**config.mk**
```make
export PLATFORM = sky130hd
export DESIGN_NAME = noc_credit_tx
export DESIGN_NICKNAME = d
export VERILOG_FILES = /design/src/rtl/noc_pkg.sv /design/src/rtl/noc_credit_counter.sv /design/src/rtl/noc_credit_tx.sv
export SDC_FILE = /design/constraint.sdc
export NUM_CORES = 1
export LEC_CHECK = 0
export BUFFER_PORTS_ARGS = -buffer_cell sky130_fd_sc_hd__buf_4
export CORE_AREA = 2 2 207 209
export CTS_CLUSTER_SIZE = 24
export DETAILED_ROUTE_END_ITERATION = 6
export DIE_AREA = 0 0 209 211
export PLACE_DENSITY = 0.48
export SLEW_MARGIN = 20
export SYNTH_ARGS = -nofsm -noshare
export SYNTH_HDL_FRONTEND = slang
export SYNTH_SLANG_ARGS = --single-unit
```
**constraint.sdc**
```tcl
create_clock -name clk -period 1.8 [get_ports clk]
set_input_delay 0.09 -clock clk [delete_from_list [all_inputs] [get_ports clk]]
set_output_delay 0.09 -clock clk [all_outputs]
set_load 0.01 [all_outputs]
```
**src/rtl/noc_pkg.sv**
```systemverilog
// Shared NoC types: flit bundle, transmitter states
// and the credit counter width helper.
package noc_pkg;

  localparam int NOC_DEST_W = 4;
  localparam int NOC_FLIT_W = 256;

  typedef struct packed {
    logic [NOC_FLIT_W-1:0] data;
    logic [NOC_DEST_W-1:0] dest;
    logic                  is_tail;
  } flit_t;

  typedef enum logic {
    TX_IDLE = 1'b0,
    TX_BODY = 1'b1
  } tx_state_e;

  function automatic int credit_width(input int depth);
    return $clog2(depth + 1);
  endfunction

endpackage

```
**src/rtl/noc_credit_counter.sv**
```systemverilog
// Up/down credit counter that saturates at DEPTH and
// raises a sticky error on a credit beyond the maximum.
module noc_credit_counter
  import noc_pkg::*;
#(
  parameter int DEPTH = 2
) (
  input  logic                           clk,
  input  logic                           rst_n,
  input  logic                           inc_i,
  input  logic                           dec_i,
  output logic [credit_width(DEPTH)-1:0] count_o,
  output logic                           err_o
);

  localparam int CW = credit_width(DEPTH);
  localparam logic [CW-1:0] CMAX = CW'(DEPTH);

  logic [CW-1:0] cnt_q, cnt_d;
  logic          err_q, err_d;

  // inc and dec together cancel, even at the maximum
  always_comb begin
    cnt_d = cnt_q;
    err_d = err_q;
    unique case ({inc_i, dec_i})
      2'b10: begin
        if (cnt_q == CMAX) err_d = 1'b1;
        else               cnt_d = cnt_q + CW'(1);
      end
      2'b01: begin
        if (cnt_q != '0) cnt_d = cnt_q - CW'(1);
      end
      default: ;
    endcase
  end

  always_ff @(posedge clk or negedge rst_n) begin
    if (!rst_n) begin
      cnt_q <= CMAX;
      err_q <= 1'b0;
    end else begin
      cnt_q <= cnt_d;
      err_q <= err_d;
    end
  end

  assign count_o = cnt_q;
  assign err_o   = err_q;

endmodule

```
**src/rtl/noc_credit_tx.sv**
```systemverilog
// Credit-based flit injector: wormhole packet FSM with
// registered flit outputs toward one router input port.
module noc_credit_tx
  import noc_pkg::*;
#(
  parameter int DEST_WIDTH        = 4,
  parameter int FLIT_WIDTH        = 256,
  parameter int FLIT_BUFFER_DEPTH = 2,
  parameter int MAX_PACKET_FLITS  = 16
) (
  input  logic                  clk,
  input  logic                  rst_n,
  input  logic [FLIT_WIDTH-1:0] in_data,
  input  logic [DEST_WIDTH-1:0] in_dest,
  input  logic                  in_last,
  input  logic                  in_valid,
  output logic                  in_ready,
  output logic [FLIT_WIDTH-1:0] data_out,
  output logic [DEST_WIDTH-1:0] dest_out,
  output logic                  is_tail_out,
  output logic                  send_out,
  input  logic                  credit_in,
  output logic [credit_width(FLIT_BUFFER_DEPTH)-1:0] credit_count,
  output logic                  idle,
  output logic                  credit_err
);

  localparam int CW  = credit_width(FLIT_BUFFER_DEPTH);
  localparam int FCW = $clog2(MAX_PACKET_FLITS + 1);
  localparam logic [FCW-1:0] FMAX = FCW'(MAX_PACKET_FLITS);

  tx_state_e             state_q, state_d;
  logic [FCW-1:0]        fcnt_q, fcnt_d, fnext;
  logic [FLIT_WIDTH-1:0] data_q;
  logic [DEST_WIDTH-1:0] dest_q, dest_sel;
  logic                  tail_q, send_q;
  logic                  accept, tail;

  assign in_ready = (credit_count != '0);
  assign accept   = in_valid & in_ready;

  // dest_q doubles as the packet's latched head destination
  always_comb begin
    fnext    = (state_q == TX_IDLE) ? FCW'(1) : fcnt_q + FCW'(1);
    tail     = in_last | (fnext == FMAX);
    dest_sel = (state_q == TX_IDLE) ? in_dest : dest_q;
    state_d  = state_q;
    fcnt_d   = fcnt_q;
    if (accept) begin
      state_d = tail ? TX_IDLE : TX_BODY;
      fcnt_d  = tail ? '0 : fnext;
    end
  end

  always_ff @(posedge clk or negedge rst_n) begin
    if (!rst_n) begin
      state_q <= TX_IDLE;
      fcnt_q  <= '0;
      send_q  <= 1'b0;
      data_q  <= '0;
      dest_q  <= '0;
      tail_q  <= 1'b0;
    end else begin
      state_q <= state_d;
      fcnt_q  <= fcnt_d;
      send_q  <= accept;
      if (accept) begin
        data_q <= in_data;
        dest_q <= dest_sel;
        tail_q <= tail;
      end
    end
  end

  noc_credit_counter #(
    .DEPTH (FLIT_BUFFER_DEPTH)
  ) u_cred (
    .clk     (clk),
    .rst_n   (rst_n),
    .inc_i   (credit_in),
    .dec_i   (accept),
    .count_o (credit_count),
    .err_o   (credit_err)
  );

  assign data_out    = data_q;
  assign dest_out    = dest_q;
  assign is_tail_out = tail_q;
  assign send_out    = send_q;
  assign idle        = (state_q == TX_IDLE) &&
                       (credit_count == CW'(FLIT_BUFFER_DEPTH));

endmodule

```
# Word-level counts from Yosys, hierarchy flattened
# Index checks and enable logic that the tools add are counted.
[word_totals]
reg_bits = 271
inputBits = 265
[classes]
n_bitwise = 3
n_addsub = 3
n_eq_ne = 6
muxes = 6
n_reduce_logical = 6
[op_table]
columns = ["cell", "n"]
rows = [
  ["two-way mux 5 bit", 2],
  ["adder 5 x 1 -> 5 bit (second input constant)", 1],
  ["== test 5 bit (second input constant)", 1],
  ["== test 2 bit (second input constant)", 2],
  ["two-way mux 2 bit", 2],
  ["inequality test 2 bit (second input constant)", 2],
  ["case mux 2 bit (2 select lines)", 1],
  ["AND reduction 2 bit", 2],
  ["nonzero test 2 bit", 2],
  ["AND reduction 3 bit", 1],
  ["adder 2 x 1 -> 2 bit (second input constant)", 1],
  ["== test 2 x 1 -> 1 bit (second input constant)", 1],
  ["subtractor 2 x 1 -> 2 bit (second input constant)", 1],
  ["AND 1 bit", 1],
  ["logical AND 1 bit", 1],
  ["two-way mux 1 bit", 1],
  ["NOT 1 bit", 1],
  ["OR 1 bit", 1],
]

# Longest topological paths before layout
[logic_depth]
ltp_word = 5
mapped_depth = 7

# Hierarchy
# From an unflattened synthesis, not the netlist that was laid out.
[hier_totals]
cells_unflattened = 1147
hier_area_um2 = 10468.8
[by_module_without_submodules]
columns = ["module", "n_inst", "seq_area_each_um2", "cells_per_inst", "area_each_um2"]
rows = [
  ["noc_credit_tx", 1, 6706.4, 1132, 10314.9],
  ["noc_credit_counter", 1, 76.3, 15, 153.9],
]

# Worst setup path after synthesis
# Ideal clock, no wire load.
[synth_path]
path_type = "flip-flop to flip-flop"
startpoint = "register fcnt_q[0]"
endpoint = "register tail_q (netlist: is_tail_out)"
slack_ns = 0.333
path_stages_with_launch = 6
arrival_time_ns = 1.340
path_buffers = 0
period_less_slack_ns = 1.467
setup_ns = 0.127
path_cell_list = "dfrtp_1 -> ha_1 -> nand3_1 -> xor2_1 -> o41ai_2 -> mux2_1"
[synth_via]
elab_chain_cells = 4
[synth_rtl]
columns = ["element", "line_no", "source"]
rows = [
  ["start: declaration", "noc_credit_tx.sv:33", "logic [FCW-1:0] fcnt_q, fcnt_d, fnext;"],
  ["start signal: assignment", "noc_credit_tx.sv:65", "fcnt_q <= fcnt_d;"],
  ["adder 5 x 1 -> 5 bit", "noc_credit_tx.sv:44", "fnext = (state_q == TX_IDLE) ? FCW'(1) : fcnt_q + FCW'(1);"],
  ["two-way mux 5 bit", "noc_credit_tx.sv:44", ""],
  ["== test 5 bit", "noc_credit_tx.sv:45", "tail = in_last | (fnext == FMAX);"],
  ["OR 1 bit", "noc_credit_tx.sv:45", ""],
  ["end signal: assignment", "noc_credit_tx.sv:70", "tail_q <= tail;"],
  ["end: declaration", "noc_credit_tx.sv:36", "logic tail_q, send_q;"],
]
# No other way between the ends.
# A chain may end at the register's enable or synchronous reset.

# Final worst setup path
[layout_path]
startpoint = "register u_cred.cnt_q[1] (netlist: u_cred.count_o[1])"
endpoint = "register data_q[52] (netlist: data_out[52])"
[layout_via]
elab_chain_cells = 2
[layout_rtl]
columns = ["element", "line_no", "source"]
rows = [
  ["start: declaration", "noc_credit_counter.sv:19", "logic [CW-1:0] cnt_q, cnt_d;"],
  ["start signal: assignment", "noc_credit_counter.sv:43", "cnt_q <= cnt_d;"],
  ["nonzero test 2 bit", "noc_credit_tx.sv:39", "assign in_ready = (credit_count != '0);"],
  ["AND 1 bit", "noc_credit_tx.sv:40", "assign accept = in_valid & in_ready;"],
  ["end signal: assignment", "noc_credit_tx.sv:68", "data_q <= in_data;"],
  ["end: declaration", "noc_credit_tx.sv:34", "logic [FLIT_WIDTH-1:0] data_q;"],
]
# No other way between the ends.

==> run_results.csv <==
group,metric,value,unit
status,status,"completed",
floorplanning,floorplan.die.width,209,microns
drt,avgViaCountPerCell,4.104,
global_route,grt_pass1_wl,58930,microns
synth,yosys_most_used_dff,"sky130_fd_sc_hd__dfrtp_1",
hold_path,hp-class,"in2async",
clock_tree,htree_num_levels,2,
floorplanning,floorplan.rows,75,
synth,synth-compound-area-share,1.150,%
finish,most_frequent_cells_in_the_layout,"775 x sky130_fd_sc_hd__nand2_1, 543 x sky130_fd_sc_hd__buf_4, 270 x sky130_fd_sc_hd__dfrtp_1, 265 x sky130_fd_sc_hd__dlygate4sd3_1, 37 x sky130_fd_sc_hd__clkbuf_16",
synth,synth-edff-count,0,
sta,setup_repair_after_global_routing_missed_its_margin,"no",
synth,netlist_instances,1149,
synth,synth_mux_area_share,0.5447,%
run,maxCapViolations,0,
power_and_ir_drop,sw_frac_of_total,35.80,%
place,gp_congestion,0.7633,
critical_path,cp-start-kind,"register",
drt,wl_per_cell,15.14,microns
sta,final.setup_skew,0.01316,ns
drt,remaining_drcs,0,
drt,route.vias.total,10308,
sta,maxSlewHeadroom,52.95,%
synth,mappedNetlistArea,0.01034,sq mm
place,buffer_ports.inserted,531,
drt,first_pass_iters,4,
place,hpwlAfterDp,25820,microns
power_and_ir_drop,switching_power,10.84,mW
drt,dr.first_iter.drc_count,444,
global_route,via_count_of_the_first_global_routing_pass,10693,
sta,timing_max_transition_violations_final,0,
clock_tree,cts_buffer_depth,3,
synth,synth-xor-area-share,0.2542,%
synth,synth.net_count,1415,
floorplanning,overall_die_area,0.04410,sq mm
clock_tree,cts_inserted_buffers,35,
floorplanning,fp.coreArea,0.04176,sq mm
synth,synth_simple_gate_area_share,29.09,%
synth,post_synth_fa_ha_maj_area_fraction,0.1211,%
finish,layout.cells.most_common,"sky130_fd_sc_hd__nand2_1",
floorplanning,initial_utilization,24.75,%
critical_path,critPathKind,"reg2reg",
critical_path,timing.critical_path.fanout_max,149,
clock_tree,clkLatencyLatePin,0.53,ns
power_and_ir_drop,ir_drop,761.9,uV
floorplanning,num_io_pins,532,
finish,syn_to_final_growth,83.02,%
sta,final_hold_viol_count,0,
critical_path,cp.required,2.27,ns
finish,post_route_cells_drive_above_1_share,31.63,%
sta,final_period_minus_worst_setup_slack,1.670,ns
critical_path,depth_of_the_worst_register_to_register_path,4,
drt,wl,38030,microns
clock_tree,cts_post_setup_buffers_inserted,0,
global_route,antenna_found_initial,1,
power_and_ir_drop,power_frac_seq,35.1,%
sta,max_freq,0.5988,GHz
synth,combinational_family_with_the_most_area_after_synthesis,"simple AND/OR/NAND/NOR gates",
place,pre_cts_slack,0.1743,ns
power_and_ir_drop,power_density,1601,mW/mm^2
power_and_ir_drop,power.static_leakage,10.16,nW
sta,final-setup-viol-count,0,
synth,synth_sequential_area_ratio,65.62,%
sta,setup_ws_final,0.1299,ns
clock_tree,ctsRootBufferMaster,"sky130_fd_sc_hd__clkbuf_16",
global_route,grt_overflow_total,0,
finish,final_nets,2216,
global_route,track_usage,16.92,%
sta,period_share,92.79,%
sta,worst-slew-pin-transition,0.7057,ns
synth,synthDistinctLibCells,30,
clock_tree,path_clk_slew,0.06,ns
synth,synth_seq_cells,271,
finish,number_of_antenna_cells_inserted,0,
power_and_ir_drop,pwr-share-comb,40.7,%
synth,ys.warnings.count,0,
critical_path,timing.critical_path.to_type,"register",
clock_tree,cts_hold_buffers,265,
clock_tree,clock_tree_from_tritoncts,"done",
clock_tree,clock_sinks,271,
sta,setup_total_negative_slack,0,ns
floorplanning,die-height,211,microns
synth,async_reset_ff_share,100.0,%
power_and_ir_drop,clock_power_share,24.1,%
critical_path,cp_data_arrival_time,2.14,ns
drt,postRouteAntennaNets,0,
power_and_ir_drop,power.internal,19.45,mW
synth,avgSynthCellArea,8.996,sq um
global_route,largest_net_degree_at_the_start_of_global_routing,150,
clock_tree,cts_resized,0,
## flip-flops by register name, summed over array words and instances, names as in the netlist
name,count
u_cred.err_o,1
is_tail_out,1
fcnt_q,5
data_out,256
dest_out,4
send_out,1
u_cred.count_o,2
state_q,1
## layer usage
layer	global-route usage (%)	share of wire (%)	routed length (microns)	up-vias
met2	29.34	50	19060	329
met3	4.802	6.4	2439	74
met5	0	0.034	13	-
met4	6.010	2.9	1115	2
met1	20.06	41	15410	4822
li1	-	-	-	5081
## metrics by stage
stage / hold WS [ns] / util, % / cells / power (mW) / area [sq um]
final: 0.1190 / 45.30 / 2512 / 30.29 / 18920
after global routing: 0.1570 / 45.30 / 2512 / 32.44 / 18920
after CTS: 0.1124 / 45.30 / 2512 / 30.79 / 18920
after detailed placement: 0.08860 / 36.06 / 2187 / 22.73 / 15060
after global placement: 0.09784 / 36.06 / 2187 / 22.58 / 15060
after floorplan: -0.2056 / - / 1149 / 15.73 / 10340
## synth_stat cells, types with 3 or more instances
library cell / number / share of area, %
sky130_fd_sc_hd__a21oi_1: 3 / 0.15
sky130_fd_sc_hd__buf_2: 41 / 2.0
sky130_fd_sc_hd__buf_4: 9 / 0.65
sky130_fd_sc_hd__clkbuf_1: 6 / 0.22
sky130_fd_sc_hd__dfrtp_1: 270 / 65
sky130_fd_sc_hd__inv_1: 3 / 0.11
sky130_fd_sc_hd__mux2_2: 4 / 0.44
sky130_fd_sc_hd__nand2_1: 775 / 28
sky130_fd_sc_hd__nor2_1: 6 / 0.22
sky130_fd_sc_hd__o21ai_0: 3 / 0.15
## power groups by stage
stage	Clock, mW	Sequential, mW	Combinational (mW)
final	7.31	10.6	12.3
after global routing	7.85	11.0	13.6
after CTS	7.60	10.7	12.5
after detailed placement	0	10.7	12.0
after global placement	0	10.6	12.0
after floorplan	0	11.9	3.80
## critical path: stages, from the launching register on
cell and delay [ns]:
sky130_fd_sc_hd__dfstp_2 0.40, sky130_fd_sc_hd__o21ai_4 0.29, sky130_fd_sc_hd__buf_12 0.54, sky130_fd_sc_hd__nand2_1 0.20
sky130_fd_sc_hd__nand2_1 0.11
## final timing paths
| path | start | end | slack [ns] |
|---|---|---|---|
| min in group clk | in_data[15] | data_out[15] | 0.29 |
| worst max-delay path | u_cred.count_o[1] | data_out[52] | 0.13 |
| worst max register to register | u_cred.count_o[1] | data_out[52] | 0.13 |
| worst min register to register | data_out[189] | data_out[189] | 0.47 |
| max in group asynchronous | rst_n | data_out[235] | 1.00 |
| worst min-delay path | rst_n | data_out[181] | 0.12 |
## area by class of cell
type,instances,area [sq um]
Clock buffer,46,1020
Clock inverter,14,185.2
Fill cell,4019,22840
Inverter,4,22.52
Multi-Input combinational cell,816,3228
Sequential cell,271,6783
Tap cell,539,674.4
Timing Repair Buffer,822,7004
## kinds of logic after synthesis
group,count (synthesis)
xor+xnor,3
mux,5
fa+ha+maj,1
simple gates,792
buf+inv,62
flops,271
compound gates,15
Power figures use the tool's default switching activity.
